**config.mk**
```make
export PLATFORM = sky130hd
export DESIGN_NAME = synch_rom_reader_flat
export DESIGN_NICKNAME = d
export VERILOG_FILES = /design/src/rtl/synch_rom_pkg.sv /design/src/rtl/synch_rom_reader_if.sv /design/src/rtl/rd_fifo.sv /design/src/rtl/synch_rom_reader.sv /design/src/flat_wrapper.sv
export SDC_FILE = /design/constraint.sdc
export NUM_CORES = 1
export LEC_CHECK = 0
export ABC_AREA = 1
export CAP_MARGIN = 25
export CORE_ASPECT_RATIO = 0.5
export CORE_MARGIN = 2
export CORE_UTILIZATION = 50
export DETAILED_ROUTE_END_ITERATION = 8
export HOLD_SLACK_MARGIN = 0.08
export PLACE_DENSITY = 0.78
export SETUP_SLACK_MARGIN = 0.05
export SLEW_MARGIN = 0
export SYNTH_ARGS = -nofsm -noshare
export SYNTH_HDL_FRONTEND = slang
export SYNTH_SLANG_ARGS = --single-unit
```
**constraint.sdc**
```tcl
create_clock -name clk -period 3.9 [get_ports clk]
set_input_delay 0.585 -clock clk [delete_from_list [all_inputs] [get_ports clk]]
set_output_delay 0.585 -clock clk [all_outputs]
set_load 0.1 [all_outputs]
```
**src/rtl/synch_rom_pkg.sv**
```systemverilog
// Purpose  : shared types and default widths for the synchronous ROM reader.
// Latency  : n/a (types only).
// Backpres.: n/a.
// Contents : rd_state_t burst FSM encoding; default ADDR_W/DATA_W/FIFO_DEPTH.
package synch_rom_pkg;

  localparam int DEF_ADDR_W     = 4;
  localparam int DEF_DATA_W     = 4;
  localparam int DEF_FIFO_DEPTH = 2;

  typedef enum logic [1:0] {
    IDLE  = 2'd0,
    READ  = 2'd1,
    DRAIN = 2'd2,
    DONE  = 2'd3
  } rd_state_t;

endpackage

```
**src/rtl/synch_rom_reader_if.sv**
```systemverilog
// Purpose  : bundles the burst command, ROM read port and output stream of the reader.
// Latency  : n/a (wires only).
// Backpres.: out_valid/out_ready stream; command side uses busy/done.
// Ports    : master = reader side, slave = ROM/consumer/controller side.
//            checksum exists only when RD_CHECKSUM_EN is defined.
interface synch_rom_reader_if #(
  parameter int ADDR_W = 4,
  parameter int DATA_W = 4
);
  logic              start;
  logic [ADDR_W-1:0] start_addr;
  logic [ADDR_W:0]   len;
  logic              busy;
  logic              done;
  logic              rom_en;
  logic [ADDR_W-1:0] rom_addr;
  logic [DATA_W-1:0] rom_data;
  logic [DATA_W-1:0] out_data;
  logic              out_valid;
  logic              out_ready;
`ifdef RD_CHECKSUM_EN
  logic [DATA_W-1:0] checksum;

  modport master (
    input  start, start_addr, len, rom_data, out_ready,
    output busy, done, rom_en, rom_addr, out_data, out_valid, checksum
  );
  modport slave (
    output start, start_addr, len, rom_data, out_ready,
    input  busy, done, rom_en, rom_addr, out_data, out_valid, checksum
  );
`else
  modport master (
    input  start, start_addr, len, rom_data, out_ready,
    output busy, done, rom_en, rom_addr, out_data, out_valid
  );
  modport slave (
    output start, start_addr, len, rom_data, out_ready,
    input  busy, done, rom_en, rom_addr, out_data, out_valid
  );
`endif
endinterface

```
**src/rtl/rd_fifo.sv**
```systemverilog
// Purpose  : DEPTH x W synchronous FIFO with occupancy count, head word shown combinationally.
// Latency  : push visible at head the cycle after the push.
// Backpres.: none internally; the writer must never push into a full FIFO unless popping.
// Ports    : clk, rst (async high), push/push_dat, pop, head, count.
module rd_fifo #(
  parameter int DEPTH = 2,
  parameter int W     = 4,
  parameter int CW    = $clog2(DEPTH + 1)
) (
  input  logic          clk,
  input  logic          rst,
  input  logic          push,
  input  logic [W-1:0]  push_dat,
  input  logic          pop,
  output logic [W-1:0]  head,
  output logic [CW-1:0] count
);

  localparam int PW = (DEPTH > 1) ? $clog2(DEPTH) : 1;

  logic [W-1:0]  mem [DEPTH];
  logic [PW-1:0] wptr, rptr;

  function automatic logic [PW-1:0] nxt(input logic [PW-1:0] p);
    return (p == PW'(DEPTH - 1)) ? '0 : p + PW'(1);
  endfunction

  always_ff @(posedge clk or posedge rst) begin
    if (rst) begin
      wptr  <= '0;
      rptr  <= '0;
      count <= '0;
    end else begin
      if (push) wptr <= nxt(wptr);
      if (pop)  rptr <= nxt(rptr);
      case ({push, pop})
        2'b10:   count <= count + CW'(1);
        2'b01:   count <= count - CW'(1);
        default: count <= count;
      endcase
    end
  end

  // Storage needs no reset: the count alone says which entries are live.
  always_ff @(posedge clk) begin
    if (push) mem[wptr] <= push_dat;
  end

  assign head = mem[rptr];

endmodule

```
**src/rtl/synch_rom_reader.sv**
```systemverilog
// Purpose  : streams a (start_addr, len) burst out of a registered-output ROM, in order.
// Latency  : start cycle 0, rom_en cycle 1, out_valid cycle 3; then 1 word/cycle.
// Backpres.: reads stop once FIFO_DEPTH words are buffered or in flight; no loss.
// Ports    : clk, rst (async high), bus (synch_rom_reader_if.master).
//            Optional RD_CHECKSUM_EN: bus.checksum = XOR of words popped in the burst.
module synch_rom_reader
  import synch_rom_pkg::*;
#(
  parameter int ADDR_W     = DEF_ADDR_W,
  parameter int DATA_W     = DEF_DATA_W,
  parameter int FIFO_DEPTH = DEF_FIFO_DEPTH
) (
  input  logic              clk,
  input  logic              rst,
  synch_rom_reader_if.master bus
);

  localparam int CW = $clog2(FIFO_DEPTH + 1);

  rd_state_t         state_q, state_d;
  logic [ADDR_W-1:0] addr_q;
  logic [ADDR_W:0]   remaining_q;
  logic              inflight_q;
  logic [CW-1:0]     count;
  logic              pop;
  logic              issue;
  logic              accept;
  logic [CW:0]       occupancy;

  assign pop    = bus.out_valid & bus.out_ready;
  assign accept = (state_q == IDLE) & bus.start;

  // Slots already committed after this cycle's pop; a new read may be
  // issued only if it still fits, so the FIFO can never overflow.
  assign occupancy = {1'b0, count} + (CW+1)'(inflight_q) - (CW+1)'(pop);
  assign issue     = (state_q == READ) && (remaining_q != '0) &&
                     (occupancy < (CW+1)'(FIFO_DEPTH));

  always_comb begin
    state_d = state_q;
    case (state_q)
      IDLE:  if (bus.start) state_d = (bus.len != '0) ? READ : DONE;
      READ:  if (issue && remaining_q == (ADDR_W+1)'(1)) state_d = DRAIN;
      // Leave as soon as the final word is being popped so done lands
      // in the cycle right after that pop.
      DRAIN: if (!inflight_q && (count == CW'(pop))) state_d = DONE;
      DONE:  state_d = IDLE;
      default: state_d = IDLE;
    endcase
  end

  always_ff @(posedge clk or posedge rst) begin
    if (rst) begin
      state_q     <= IDLE;
      addr_q      <= '0;
      remaining_q <= '0;
      inflight_q  <= 1'b0;
    end else begin
      state_q    <= state_d;
      inflight_q <= issue;
      if (accept && bus.len != '0) begin
        addr_q      <= bus.start_addr;
        remaining_q <= bus.len;
      end else if (issue) begin
        addr_q      <= addr_q + ADDR_W'(1);
        remaining_q <= remaining_q - (ADDR_W+1)'(1);
      end
    end
  end

  rd_fifo #(
    .DEPTH (FIFO_DEPTH),
    .W     (DATA_W),
    .CW    (CW)
  ) u_fifo (
    .clk      (clk),
    .rst      (rst),
    .push     (inflight_q),
    .push_dat (bus.rom_data),
    .pop      (pop),
    .head     (bus.out_data),
    .count    (count)
  );

  assign bus.rom_en    = issue;
  assign bus.rom_addr  = addr_q;
  assign bus.out_valid = (count != '0);
  assign bus.busy      = (state_q != IDLE);
  assign bus.done      = (state_q == DONE);

`ifdef RD_CHECKSUM_EN
  logic [DATA_W-1:0] checksum_q;

  always_ff @(posedge clk or posedge rst) begin
    if (rst)         checksum_q <= '0;
    else if (accept) checksum_q <= '0;
    else if (pop)    checksum_q <= checksum_q ^ bus.out_data;
  end

  assign bus.checksum = checksum_q;
`endif

endmodule

```
**src/flat_wrapper.sv**
```systemverilog
// flat-port wrapper written by rule: the top's interface ports become plain ports
module synch_rom_reader_flat import synch_rom_pkg::*;
#(
  parameter int ADDR_W     = DEF_ADDR_W,
  parameter int DATA_W     = DEF_DATA_W,
  parameter int FIFO_DEPTH = DEF_FIFO_DEPTH
)
  (clk, rst, bus_start, bus_start_addr, bus_len, bus_rom_data, bus_out_ready, bus_busy, bus_done, bus_rom_en, bus_rom_addr, bus_out_data, bus_out_valid);
  synch_rom_reader_if #(.ADDR_W(ADDR_W), .DATA_W(DATA_W)) bus_i ();
  input  logic clk;
  input  logic rst;
  input wire logic [$bits(bus_i.start)-1:0] bus_start;
  input wire logic [$bits(bus_i.start_addr)-1:0] bus_start_addr;
  input wire logic [$bits(bus_i.len)-1:0] bus_len;
  input wire logic [$bits(bus_i.rom_data)-1:0] bus_rom_data;
  input wire logic [$bits(bus_i.out_ready)-1:0] bus_out_ready;
  output wire logic [$bits(bus_i.busy)-1:0] bus_busy;
  output wire logic [$bits(bus_i.done)-1:0] bus_done;
  output wire logic [$bits(bus_i.rom_en)-1:0] bus_rom_en;
  output wire logic [$bits(bus_i.rom_addr)-1:0] bus_rom_addr;
  output wire logic [$bits(bus_i.out_data)-1:0] bus_out_data;
  output wire logic [$bits(bus_i.out_valid)-1:0] bus_out_valid;
  assign bus_i.start = bus_start;
  assign bus_i.start_addr = bus_start_addr;
  assign bus_i.len = bus_len;
  assign bus_i.rom_data = bus_rom_data;
  assign bus_i.out_ready = bus_out_ready;
  assign bus_busy = bus_i.busy;
  assign bus_done = bus_i.done;
  assign bus_rom_en = bus_i.rom_en;
  assign bus_rom_addr = bus_i.rom_addr;
  assign bus_out_data = bus_i.out_data;
  assign bus_out_valid = bus_i.out_valid;
  synch_rom_reader #(.ADDR_W(ADDR_W), .DATA_W(DATA_W), .FIFO_DEPTH(FIFO_DEPTH)) u_core (.clk(clk), .rst(rst), .bus(bus_i));
endmodule
```
==> results.md, run 1 <==
- Max-slew headroom: 0.3531
- Core Area: 0.002635 sq mm
- Die W: 78.97 microns
- Period utilization: 0.9046
- Port Buffers: 28
- CP required: 3310 ps
- Synth warnings: 0
- Clk buf depth: 2
- TritonCTS clock tree: done
- Grt total ovfl: 0
- DRT Pass-1 Iters: 4
- Status: finished clean
- Netlist cell types: 23
- Critical Path Source Type: input pin
- Initial Utilization: 0.5332
- Fin crit period: 3528 ps
- Top-area cell type share of the netlist area: 0.2850
- Vias in the first global route: 980
- Adder-Cell Fraction of Synth Area: 0.1122
- Routability cong.: 0.8162
- Layout Nets: 209
- DIE HEIGHT: 41.49 microns
- Most frequent cells in the layout: nand3_1 (28), clkdlybuf4s50_1 (27), nand2_1 (26), inv_1 (16), dfrtp_1 (16)
- DIE AREA: 0.003276 sq mm
- Multiplexer share of the synthesized area: 0.03206
- Final antenna diode count: 0
- Mapped Avg Cell Area: 9.494 sq um
- # resized after CTS: 0
- First-pass GRT wire length: 4381 microns
- Layout cells sized above 1: 0.1173
- Worst Path Max Fanout: 9
- Post-DR wirelength/cell: 11.06 microns
- Synthesized instance count: 148
- CTS clk-pin slew, worst paths: 80 ps
- Rows: 13
- Largest area contributor in the netlist: dfrtp_1
- Area Overhead vs Synth: 27.69%
- Worst R2R Setup Slack: 1210 ps
- I/O Pins: 29
- Worst endpoint data arrival time: 2940 ps
- CTS H-tree lvls: 1
- TNS Setup: 0 ps
- Worst-Skew Late Latency: 270 ps
- # hold bufs at CTS: 0
- Via count: 1038
- Peak Freq: 0.2835 GHz
- DRC: 0
- Worst-margin pin slew: 967.3 ps
- Clk root buf: clkbuf_8
- Vias per inst: 4.806
- Largest family of logic cells by synthesized area: simple AND/OR/NAND/NOR gates
- Post-Synth XOR/XNOR Area: 0.05610
- Wirelength, routed: 2388 microns
- Sink Count: 24
- Seq cells post-synth: 24
- Mapped Area: 0.001405 sq mm
- Setup Skew: 2.838 ps
- Initial antenna violation count: 0
- HPWL Detailed: 1860 microns
- Syn nets: 177
- Worst hold path class: flip-flop to flip-flop
- Post-CTS Setup Bufs: 0
- Worst Setup End Kind: output port
- Hold Vio Cnt, Final: 0
- Num CTS Buffers: 3
- RSZ-0062 raised after global routing: false
- Antenna Nets Post-Route: 0
- Commonest non-fill, non-tap cell in the layout: nand3_1
- Number of max-cap violations: 0
- Final setup fails: 0
- Crit Path Category: input pin to output port
- GRT Util Overall: 0.1703
- Pin count of the biggest net entering global routing: 20
- Post-Synth Simple-Gate Area: 0.2618
- DR iter-0 viols: 83
- Synth Area in Compound Gates: 0.01781
- Slew Viols, Final: 0
- Synth top area cells: dfrtp_1 (28%), edfxtp_1 (17%), nand3_1 (10%)
- Post-synthesis sequential area ratio: 0.4559
-- area by class of cell --
cell class	count	area [sq um]
repair buffers	29	297.8
clock buffers	3	41.29
fillers	224	840.8
flip-flops and latches	24	640.6
clock inverters	1	30.03
inverters	17	63.81
multi-input cells	105	674.4
well taps	37	46.29
-- cells by family after synthesis --
kind of cell             after synthesis
AO/OA/AOI/OAI                          5
XOR/XNOR                               9
adder cells (fa/ha/maj)               12
buffers and inverters                 19
flip-flops                            24
multiplexers                           4
AND/OR/NAND/NOR                       75
-- synth_stat cells --
| library cell | count |
|---|---|
| nand3_1 | 28 |
| edfxtp_1 | 8 |
| nand2_4 | 1 |
| or2_2 | 2 |
| buf_6 | 1 |
| inv_1 | 16 |
| fa_1 | 1 |
| buf_8 | 1 |
| nand2_2 | 2 |
| nor2_2 | 1 |
| nand2_1 | 26 |
| nand3_2 | 2 |
| o21ai_0 | 2 |
| nor2_4 | 2 |
| inv_2 | 1 |
| mux2_2 | 4 |
| nand3b_1 | 1 |
| nor2_1 | 10 |
| xor2_1 | 5 |
| xnor2_1 | 4 |
| a21oi_1 | 3 |
| dfrtp_1 | 16 |
| ha_1 | 11 |
-- path summary, 6_finish.rpt --
check | cells past startpoint | end | from
max reg2reg | 15 | u_core.remaining_q[3] | u_core.u_fifo.count[1]
min in group asynchronous | 2 | u_core.u_fifo.rptr | rst
max in group asynchronous | 2 | u_core.remaining_q[0] | rst
min | 1 | u_core.u_fifo.wptr | u_core.u_fifo.wptr
max | 13 | bus_rom_en | bus_out_ready
min reg2reg | 1 | u_core.u_fifo.wptr | u_core.u_fifo.wptr
-- worst max-delay path, cell delays in order --
cell and delay [ps]:
clkdlybuf4s50_1 410, nand2_1 100, inv_1 70, ha_1 330, or2_2 310, fa_1 480, nand2_1 50, inv_1 60
nand2_2 60, nor2_4 80, nand2_2 60, inv_2 150, buf_12 200
-- stage by stage --
| stage | instances | hold slack (ps) | area [sq um] | utilization | worst slack, ps |
|---|---|---|---|---|---|
| after floorplan | 148 | 463.4 | 1405 | - | 84.25 |
| after global placement | 212 | 484.4 | 1723 | 0.6538 | 404.7 |
| after detailed placement | 212 | 486.6 | 1723 | 0.6538 | 359.2 |
| after CTS | 216 | 504.8 | 1794 | 0.6809 | 358.4 |
| after global routing | 216 | 527.0 | 1794 | 0.6809 | 220.0 |
| final | 216 | 505.7 | 1794 | 0.6809 | 372.1 |
-- per-layer routing --
metal  GRT usage  vias up  routed length, microns
met1      0.2331      478                    1144
met3     0.05652        0                     109
met2      0.2746       17                    1134
met4     0.02069        0                       0
met5           0        -                       0
li1            -      543                       -
-- state kept, by name, summed over array words and instances (netlist names) --
name                 count
u_core.u_fifo.rptr       1
u_core.u_fifo.mem        8
u_core.u_fifo.wptr       1
u_core.inflight_q        1
u_core.remaining_q       5
u_core.state_q           2
u_core.u_fifo.count      2
u_core.bus.rom_addr      4
Power of run 1 is not shown: default switching activity piles up to over one toggle a cycle in this logic, so the estimate is an artifact.
==> inputs of run 2 (changes only) <==
- REMOVE_ABC_BUFFERS: default -> 1
==> results.md, run 2 (synthesis gave the netlist of run 1 again) <==
- First-pass GRT wire length: 4526 microns (+3.3%)
- Number of flip-flops in the largest register: 8 (unchanged)
- Worst-Skew Late Latency: 270 ps (about the same)
- # hold bufs at CTS: 0 (unchanged)
- HPWL Detailed: 1888 microns (+1.5%)
- Crit path cell chain: clkdlybuf4s50_1 > nand2_1 > inv_1 > ha_1 > or2_2 > fa_1 > nand2_1 > inv_1 > nand2_2 > nor2_4 > nand2_2 > inv_2 > buf_12
- DR iter-0 viols: 48 (-42%)
- Slew Viols, Final: 0 (unchanged)
- RSZ-0062 raised after global routing: false
- Worst Path Max Fanout: 9 (unchanged)
- Period utilization: 0.9135 (+0.008919)
- Max-slew headroom: 0.3511 (-0.002049)
- Design area: 0.001794 sq mm (unchanged)
- Post-DR wirelength/cell: 12.10 microns (+9.4%)
- CTS clk-pin slew, worst paths: 80 ps (about the same)
- Grt total ovfl: 0 (unchanged)
- DIE HEIGHT: 41.49 microns (unchanged)
- Final antenna diode count: 0 (unchanged)
- DRC: 0 (unchanged)
- Worst r2r src: u_core.u_fifo.count[1]
- Biggest register: u_core.u_fifo.mem
- Worst endpoint data arrival time: 2980 ps (+40 ps)
- Clk root buf: clkbuf_8
- Rows: 13 (unchanged)
- TritonCTS clock tree: done
- Worst reg2reg path depth: 16 (+1)
- Slowest cell on the critical path: fa_1
- DIE AREA: 0.003276 sq mm (unchanged)
- Hold Vio Cnt, Final: 0 (unchanged)
- Hold Crit Depth: 1 (unchanged)
- Layout cells sized above 1: 0.1173 (unchanged)
- Clk buf depth: 2 (unchanged)
- Routability cong.: 0.8124 (-0.47%)
- Vias per inst: 5.037 (+4.8%)
- CP peak stage delay: 480 ps (about the same)
- Status: finished clean
- Final WS setup: 337.3 ps (-34.79 ps)
- Most frequent cells in the layout: nand3_1 (28), clkdlybuf4s50_1 (27), nand2_1 (26), inv_1 (16), dfrtp_1 (16)
- Setup Skew: 10.90 ps (+8.065 ps)
- Worst-margin pin slew: 970.3 ps (+3.064 ps)
- Commonest non-fill, non-tap cell in the layout: nand3_1
- Final setup fails: 0 (unchanged)
- Die W: 78.97 microns (unchanged)
- Area Overhead vs Synth: 27.69% (unchanged)
- Fin crit period: 3563 ps (+34.78 ps)
- CTS H-tree lvls: 1 (unchanged)
- Core Area: 0.002635 sq mm (unchanged)
- Num CTS Buffers: 3 (unchanged)
- Initial Utilization: 0.5332 (unchanged)
- Sink Count: 24 (unchanged)
- Hold Path Origin: u_core.u_fifo.wptr
- Vias in the first global route: 1047 (+6.8%)
- Post-CTS Setup Bufs: 0 (unchanged)
- Layout Nets: 209 (unchanged)
- Port Buffers: 28 (unchanged)
- GRT Util Overall: 0.1778 (+0.007506)
- Peak Freq: 0.2807 GHz (-0.98%)
- DRT Pass-1 Iters: 4 (unchanged)
- CP required: 3310 ps (about the same)
- Wirelength, routed: 2613 microns (+9.4%)
- Area after DPL: 0.001723 sq mm (unchanged)
- Critical Path Source Type: input pin
- # resized after CTS: 0 (unchanged)
- Via count: 1088 (+4.8%)
- Pin count of the biggest net entering global routing: 20 (unchanged)
- Fillers: 206 (-8.0%)
- TNS Setup: 0 ps (unchanged)
- Worst Setup End Kind: output port
- Number of max-cap violations: 0 (unchanged)
- Crit path depth: 13 (unchanged)
- Worst hold path class: flip-flop to flip-flop
- I/O Pins: 29 (unchanged)
- CP top delay family: buffers and inverters
- Hold slack: 496.5 ps (-9.222 ps)
- CP Launch Point: bus_out_ready
- Buf/Inv on CP: 5 (unchanged)
- Dpl ws: 347.9 ps (-11.33 ps)
- Antenna Nets Post-Route: 0 (unchanged)
- Initial antenna violation count: 0 (unchanged)
- Crit Path Category: input pin to output port
run 2: cell counts in the layout (fill, tap and decap cells not counted):
Identical to the previous run, type by type.
run 2: final cells by class:
class	count	area, sq um	area share
inverters	17	63.81	0.03556
flip-flops and latches	24	640.6	0.3570
clock buffers	3	41.29	0.02301
well taps	37	46.29	0.02580
clock inverters	1	30.03	0.01674
multi-input cells	105	674.4	0.3759
repair buffers	29	297.8	0.1660
run 2: layer usage:
| metal | GRT usage | up-vias | routed length [microns] |
|---|---|---|---|
| met1 | 0.2130 | 524 | 1168 |
| li1 | - | 545 | - |
| met3 | 0.05000 | 2 | 88 |
| met5 | 0 | - | 0 |
| met4 | 0.04483 | 0 | 17 |
| met2 | 0.3186 | 17 | 1338 |
run 2: worst reg2reg max path: cells and delay by family, from the launching register on:
family                     cells  cell delay [ps]
DFF                            1              440
buffers and inverters          4              420
adders and majority gates      2              810
and+or+nand+nor               10              960
run 2: worst paths after layout:
path	endpoint	slack, ps
max	bus_rom_en	340
min	u_core.u_fifo.wptr	500
max reg2reg	u_core.remaining_q[1]	1230
min reg2reg	u_core.u_fifo.wptr	500
max in group asynchronous	u_core.u_fifo.count[1]	2800
min in group asynchronous	u_core.inflight_q	690
run 2: stage by stage:
step	utilization	std cells
floorplan	-	146
global placement	0.6538	212
detailed placement	0.6538	212
CTS	0.6809	216
global route	0.6809	216
finish	0.6809	216
Power of run 2 is left out for the same reason.
==> inputs of run 3 (changes only) <==
- CAP_MARGIN: 25 -> 20
- CORE_UTILIZATION: 50 -> 45
- PLACE_DENSITY: 0.78 -> 0.74
- SKIP_CTS_REPAIR_TIMING: default -> 1
- clock period: 3.9 -> 3 ns (I/O delays scaled with it)
==> results.md, run 3 (synthesis gave the netlist of run 1 again) <==
- Port Buffers: 28 (unchanged)
- Crit path cell chain: inv_2 > nand2_2 > nand2_2 > inv_2 > ha_4 > or2_4 > fa_1 > nand2_1 > inv_2 > nand2_2 > nor2_4 > nand2_2 > inv_2 > buf_12
- Fin util: 0.6186 (-0.06228)
- Area after DPL: 0.001737 sq mm (+0.80%)
- Crit Path Category: flip-flop to output port
- Critical Path Source Type: flip-flop
- Clk root buf: clkbuf_8
- Initial Utilization: 0.4691 (-0.06415)
- Worst-Skew Late Latency: 270 ps (about the same)
- Slew Viols, Final: 0 (unchanged)
- TNS Setup: 0 ps (unchanged)
- Initial antenna violation count: 0 (unchanged)
- TritonCTS clock tree: done
- Pin count of the biggest net entering global routing: 20 (unchanged)
- Grt total ovfl: 0 (unchanged)
- Fin crit period: 2974 ps
- Vias per inst: 4.797 (-4.8%)
- CTS H-tree lvls: 1 (unchanged)
- Layout cells sized above 1: 0.2460 (+0.1287)
- Worst Setup End Kind: output port
- Area Overhead vs Synth: 31.88%
- Via count: 1089 (+0.092%)
- Dpl cells: 220 (+3.8%)
- Rows: 14 (+1)
- Layout Nets: 217 (+3.8%)
- Max-slew headroom: 0.5718 (+0.2208)
- I/O Pins: 29 (unchanged)
- Status: finished clean
- CP peak stage delay: 530 ps (+50 ps)
- Clk buf depth: 2 (unchanged)
- Worst-margin pin slew: 641.5 ps (-328.8 ps)
- Biggest register: u_core.u_fifo.mem
- RSZ-0062 raised after global routing: true
- Period utilization: 0.9912
- Number of max-cap violations: 0 (unchanged)
- DR iter-0 viols: 45 (-6.3%)
- Slowest cell on the critical path: fa_1
- Most frequent cells in the layout: nand3_1 (28), nand2_1 (24), buf_4 (20), dfrtp_1 (16), clkdlybuf4s50_1 (15)
- Num CTS Buffers: 3 (unchanged)
- Antenna Nets Post-Route: 0 (unchanged)
- Commonest non-fill, non-tap cell in the layout: nand3_1
- Final setup fails: 0 (unchanged)
- Worst hold path class: flip-flop to flip-flop
- Post-DR wirelength/cell: 11.97 microns (-1.1%)
- Final Instance Count excl. Fillers: 227 (+5.1%)
- HPWL Detailed: 1967 microns (+4.2%)
- CTS clk-pin slew, worst paths: 80 ps (about the same)
- DIE AREA: 0.003612 sq mm (+10%)
- Final antenna diode count: 0 (unchanged)
- Vias in the first global route: 1030 (-1.6%)
- DRT Pass-1 Iters: 4 (unchanged)
- DIE HEIGHT: 43.51 microns (+4.9%)
- GRT Util Overall: 0.1656 (-0.01221)
- First-pass GRT wire length: 4567 microns (+0.91%)
- Hold Vio Cnt, Final: 0 (unchanged)
- Setup Skew: 2.712 ps (-8.191 ps)
- Worst endpoint data arrival time: 2520 ps (-460 ps)
- Wirelength, routed: 2717 microns (+4.0%)
- Number of flip-flops in the largest register: 8 (unchanged)
- Die W: 83.03 microns (+5.1%)
- Worst R2R Setup Slack: 500 ps (-730 ps)
- Sink Count: 24 (unchanged)
- Core Area: 0.002995 sq mm (+14%)
- Routability cong.: 0.8019 (-1.3%)
- CP required: 2550 ps (-760 ps)
- Design area: 0.001853 sq mm (+3.3%)
- Worst Path Max Fanout: 4 (-5)
- DRC: 0 (unchanged)
- Peak Freq: 0.3363 GHz
[run 3: final timing paths]
path	startpoint	endpoint	cells after the start
max in group asynchronous	rst	u_core.state_q[1]	2
hold reg to reg	u_core.u_fifo.wptr	u_core.u_fifo.wptr	1
hold / removal	u_core.u_fifo.wptr	u_core.u_fifo.wptr	1
setup reg to reg	u_core.u_fifo.count[0]	u_core.state_q[1]	17
setup / recovery	u_core.u_fifo.count[0]	bus_rom_en	14
min in group asynchronous	rst	u_core.bus.rom_addr[3]	2
[run 3: through the flow]
| step | setup slack (ps) | hold slack, ps |
|---|---|---|
| after floorplan | -776.0 | 363.7 |
| after global placement | -85.26 | 482.5 |
| after detailed placement | -119.2 | 483.7 |
| after CTS | -125.2 | 501.2 |
| after global routing | -107.4 | 518.0 |
| final | 26.45 | 503.1 |
[run 3: final cells by class]
type                       instances  area [sq um]
tap                               40         50.05
sequential                        24         640.6
multi-input combinational        105         694.4
clock inverter                     1         30.03
timing repair buffer              37         332.8
clock buffer                       3         41.29
inverter                          17         63.81
fill                             255          1142
[run 3: routing by layer]
layer	global-route usage	up-vias	part of all wire
met3	0.05143	5	0.040
met1	0.2032	510	0.46
met5	0	-	0
met2	0.2758	16	0.49
met4	0.07869	0	0.013
li1	-	558	-
[run 3: critical path: cells and delay by family, from the launching register on]
kind	cells	cell delay, ps
adder cells (fa/ha/maj)	2	730
buffers and inverters	5	440
flip-flops	1	430
AND/OR/NAND/NOR	7	650
Power of run 3 is left out for the same reason.
==> patch 1 (settings of run 3) <==
The 4 states of `rd_state_t` get a one-hot encoding in 4 bits.
--- a/src/rtl/synch_rom_pkg.sv
+++ b/src/rtl/synch_rom_pkg.sv
@@ -9,9 +9,9 @@
   localparam int DEF_FIFO_DEPTH = 2;
 
-  typedef enum logic [1:0] {
-    IDLE  = 2'd0,
-    READ  = 2'd1,
-    DRAIN = 2'd2,
-    DONE  = 2'd3
+  typedef enum logic [3:0] {
+    IDLE  = 4'b0001,
+    READ  = 4'b0010,
+    DRAIN = 4'b0100,
+    DONE  = 4'b1000
   } rd_state_t;
 
Behaviour: same outputs for any inputs over 10 cycles, from zero or initial values and one cycle with rst high; not proved beyond that.
==> patch 1 against run 3 <==
- global-route usage increased by 0.75 points
- routed wire length up 16%
- sequential cell count grew 2
- area after synthesis is 12% higher
- worst setup slack improved by 0.073 ns
- cell area rose by 12%
- critical path type unchanged
==> patch 1: results (changes against run 3) <==
| Item | Reported | vs run 3 |
|---|---|---|
| Result of the run | finished, final reports clean |  |
| Total half-perimeter wirelength after legalization and detailed placement | 2390 um | +22% |
| Share of synthesized area occupied by flip-flops and latches | 0.440 | -0.0156 |
| Async set-or-reset flop fraction in the synthesized netlist | 0.692 | +0.0256 |
| Unique cell type count in the Yosys netlist | 28 | +22% |
| Fraction of final layout cells with drive strength greater than 1 | 0.364 | +0.118 |
| Nets@finish | 234 | +7.8% |
| Cell count after placement | 253 | +15% |
| Area contributors post-synth | sky130_fd_sc_hd__dfrtp_1 27%, sky130_fd_sc_hd__edfxtp_1 15%, sky130_fd_sc_hd__nand3_2 13% |  |
| Met2 GRT Util | 0.298 | +0.0227 |
| Number of buffers inserted during clock tree synthesis | 3 | unchanged |
| Source-to-sink clock delay at the later pin of the worst-skew pair | 0.28 ns |  |
| Maximum number of pins on one net before global-route repair | 19 | -5.0% |
| CTS Root Buffer Type | sky130_fd_sc_hd__clkbuf_8 |  |
| Pins Over Slew Limit | 0 | unchanged |
| Total routed wirelength | 3150 um | +16% |
| Relative max-transition margin | 0.515 | -0.0565 |
| Initial drt markers | 25 | -44% |
| Non-filler cells in the finished layout | 260 | +15% |
| First-pass GRT wire length | 5100 um | +12% |
| Total iterations of the first detailed-routing run | 4 | unchanged |
| Clock-pin slew of the registers on the worst-case setup and hold paths | 0.09 ns |  |
| Number of fillers in the final layout | 303 | +19% |
| Routability congestion estimate from global placement | 0.766 | -4.5% |
| Post-synthesis average cell area | 9.52 um2 | +0.32% |
| Initial antenna violation count | 0 | unchanged |
| Via density per instance | 4.69 | -2.2% |
| Vias in the first global route | 1139 | +11% |
| Leading cell types by count after synthesis | 31 x sky130_fd_sc_hd__nand2_1, 21 x sky130_fd_sc_hd__inv_1, 20 x sky130_fd_sc_hd__nand3_2, 17 x sky130_fd_sc_hd__dfrtp_1 |  |
| Leakage power | 1.01 nW |  |
| Crit-path max cell delay | 0.56 ns | +0.03 ns |
| Global routing met1 resource utilization | 0.211 | +0.00802 |
| Met3 Resource Use GR | 0.0507 | -0.000704 |
| Post-route clock skew | 0.00159 ns | -0.00112 ns |
| Arrival time of data at the critical path endpoint | 2.45 ns | -0.07 ns |
-- patch 1: changes by cell type after synthesis, sizes merged, moves of 2 or more --
| cell | change |
|---|---|
| inv | +7 |
| ha | -5 |
| nand2 | +5 |
| nor2 | +5 |
| nand4 | +3 |
| nand3 | +2 |
| xnor2 | -2 |
-- patch 1: area by class of cell --
type | count | area, um2 | share of cell area
Timing Repair Buffer | 41 | 363 | 0.174
Clock buffer | 3 | 41.3 | 0.0198
Tap cell | 51 | 63.8 | 0.0306
Inverter | 24 | 92.6 | 0.0444
Sequential cell | 26 | 692 | 0.332
Clock inverter | 1 | 30.0 | 0.0144
Multi-Input combinational cell | 114 | 801 | 0.384
-- patch 1: report_power, final --
group          switching, W  internal (W)  leakage, nW
sequential         0.000127      0.000486        0.296
clock              0.000116      0.000179       0.0357
combinational       0.00101      0.000548        0.680
-- patch 1: cells by family after synthesis --
logic type / Yosys count / synth area share
AO/OA/AOI/OAI: 6 / 0.0303
XOR/XNOR: 6 / 0.0334
adder cells (fa/ha/maj): 7 / 0.0605
buffers and inverters: 25 / 0.0645
flip-flops: 26 / 0.440
multiplexers: 4 / 0.0287
AND/OR/NAND/NOR: 91 / 0.342
-- patch 1: stage by stage --
stage / instance area (um2) / worst slack [ns] / setup TNS [ns]
after floorplan: 1560 / -0.990 / -3.68
after global placement: 1960 / -0.120 / -0.120
after detailed placement: 1960 / -0.149 / -0.149
after CTS: 2030 / -0.160 / -0.160
after global routing: 2080 / 0.00499 / 0
final: 2080 / 0.0995 / 0
-- patch 1: path summary, 6_finish.rpt --
path	startpoint	to	slack, ns	cells after the start
max	u_core.u_fifo.count[0]	bus_rom_en	0.1	12
min	u_core.u_fifo.wptr	u_core.u_fifo.wptr	0.50	1
max reg2reg	u_core.u_fifo.count[0]	u_core.remaining_q[2]	0.51	13
min reg2reg	u_core.u_fifo.wptr	u_core.u_fifo.wptr	0.50	1
max in group asynchronous	rst	u_core.bus.rom_addr[0]	1.95	2
min in group asynchronous	rst	u_core.u_fifo.wptr	0.60	2
-- patch 1: per-layer routing --
metal  routed length, um  vias to the layer above
met1                1500                      559
met3                 133                        5
met5                   0                        -
met4                  41                        0
li1                    -                      634
met2                1480                       22
==> patch 2 (settings of run 3) <==
Made on the original files. `DEF_ADDR_W`: 4 -> 6.
--- a/src/rtl/synch_rom_pkg.sv
+++ b/src/rtl/synch_rom_pkg.sv
@@ -5,5 +5,5 @@
 package synch_rom_pkg;
 
-  localparam int DEF_ADDR_W     = 4;
+  localparam int DEF_ADDR_W     = 6;
   localparam int DEF_DATA_W     = 4;
   localparam int DEF_FIFO_DEPTH = 2;
Interface: changed (resized bus_len, bus_rom_addr and bus_start_addr); port bits go from 29 to 35. No check against the original RTL was run, so the function may have changed too.
==> patch 2 against run 3 <==
- sequential cell count up 4
- sequential share of layout area down 3.0 points
- critical path depth down 2
- worst setup slack better by 0.032 ns
- cell area up 27%
- area after synthesis up 29%
- routed wire length up 42%
- die area up 27%
- critical path type unchanged
- largest cell class unchanged
Power is not shown: default switching activity piles up to over one toggle a cycle in this logic, so the estimate is an artifact.
==> patch 2: results (changes against run 3) <==
| Item | Reported | vs run 3 |
|---|---|---|
| Fraction of final layout cells with drive strength greater than 1 | 0.293 | +0.0474 |
| Total iterations of the first detailed-routing run | 5 | +1 |
| Area contributors post-synth | sky130_fd_sc_hd__dfrtp_1 28%, sky130_fd_sc_hd__edfxtp_1 13%, sky130_fd_sc_hd__nand3_1 12% |  |
| Total half-perimeter wirelength after legalization and detailed placement | 2840 um | +44% |
| Leading cell types by count after synthesis | 42 x sky130_fd_sc_hd__nand3_1, 28 x sky130_fd_sc_hd__nand2_1, 20 x sky130_fd_sc_hd__dfrtp_1, 17 x sky130_fd_sc_hd__inv_1 |  |
| Global routing met1 resource utilization | 0.226 | +0.0228 |
| Clock-pin slew of the registers on the worst-case setup and hold paths | 0.10 ns | +0.02 ns |
| WHS | 0.498 ns | -0.00482 ns |
| Relative max-transition margin | 0.449 | -0.122 |
| Post-route clock skew | 0.00235 ns | -0.000361 ns |
| Clock period minus worst slack | 2.94 ns | -0.0317 ns |
| Cell count after placement | 286 | +30% |
| Vias in the first global route | 1434 | +39% |
| Initial drt markers | 72 | +60% |
| Arrival time of data at the critical path endpoint | 2.49 ns | -0.03 ns |
| Mapped Cells | 197 | +33% |
| Via count | 1491 | +37% |
| Routability congestion estimate from global placement | 0.845 | +5.4% |
| Largest fanout on the critical path | 3 | -1 |
| Post-detailed-placement cell area | 2200 um2 | +27% |
| Total routing resource utilization after global routing | 0.180 | +0.0146 |
| Met2 GRT Util | 0.323 | +0.0468 |
| Nets@finish | 276 | +27% |
| Post-Place Worst Slack | -0.124 ns | -0.00474 ns |
| Share of synthesized area occupied by flip-flops and latches | 0.409 | -0.0468 |
| Total routed wirelength | 3870 um | +42% |
| Critical R2R Capture | u_core.remaining_q[5] |  |
| Maximum number of pins on one net before global-route repair | 28 | +40% |
| Worst R2R Path Depth | 14 | -3 |
| Metal-1 WL | 1660 um | +33% |
| Design Area, Final | 2350 um2 | +27% |
| Highest metal layer with signal wires | met4 |  |
| Async set-or-reset flop fraction in the synthesized netlist | 0.714 | +0.0476 |
| Non-filler cells in the finished layout | 296 | +30% |
| Critical R2R Launch | u_core.u_fifo.count[1] |  |
| First-pass GRT wire length | 6530 um | +43% |
| Result of the run | finished, final reports clean |  |
| Unique cell type count in the Yosys netlist | 27 | +17% |
| Number of fillers in the final layout | 330 | +29% |
| Met3 Resource Use GR | 0.0417 | -0.00970 |
| Metal3 WL | 178 um | +62% |
patch 2: critical path, stage by stage (launching register included):
cell	delay, ns
sky130_fd_sc_hd__dfrtp_2	0.45
sky130_fd_sc_hd__inv_2	0.09
sky130_fd_sc_hd__nand2_2	0.07
sky130_fd_sc_hd__nand2_2	0.08
sky130_fd_sc_hd__inv_2	0.05
sky130_fd_sc_hd__ha_4	0.21
sky130_fd_sc_hd__or2_4	0.23
sky130_fd_sc_hd__fa_2	0.57
sky130_fd_sc_hd__nand2_2	0.06
sky130_fd_sc_hd__nor2_4	0.11
sky130_fd_sc_hd__nand2_4	0.06
sky130_fd_sc_hd__inv_4	0.06
sky130_fd_sc_hd__buf_12	0.16
patch 2: cell type report:
type / count / share of cell area
sequential: 28 / 0.316
clock inverter: 1 / 0.0128
clock buffer: 3 / 0.0176
timing repair buffer: 47 / 0.178
multi-input combinational: 143 / 0.414
tap: 54 / 0.0288
inverter: 20 / 0.0330
patch 2: how the worst max path moves through the flow:
stage,to,cells after the start,startpoint
after floorplan,bus_rom_en,11,u_core.u_fifo.count[1]
after global placement,bus_rom_en,11,bus_out_ready
after detailed placement,bus_rom_en,11,bus_out_ready
after CTS,bus_rom_en,12,u_core.u_fifo.count[1]
after global routing,bus_rom_en,12,u_core.u_fifo.count[1]
final,bus_rom_en,12,u_core.u_fifo.count[1]
patch 2: cell families after synthesis:
group                    count (synthesis)  share of synthesized area
AND/OR/NAND/NOR                        110                      0.339
adder cells (fa/ha/maj)                 12                     0.0871
multiplexers                             4                     0.0249
buffers and inverters                   26                     0.0684
flip-flops                              28                      0.409
AO/OA/AOI/OAI                            5                     0.0138
XOR/XNOR                                12                     0.0581
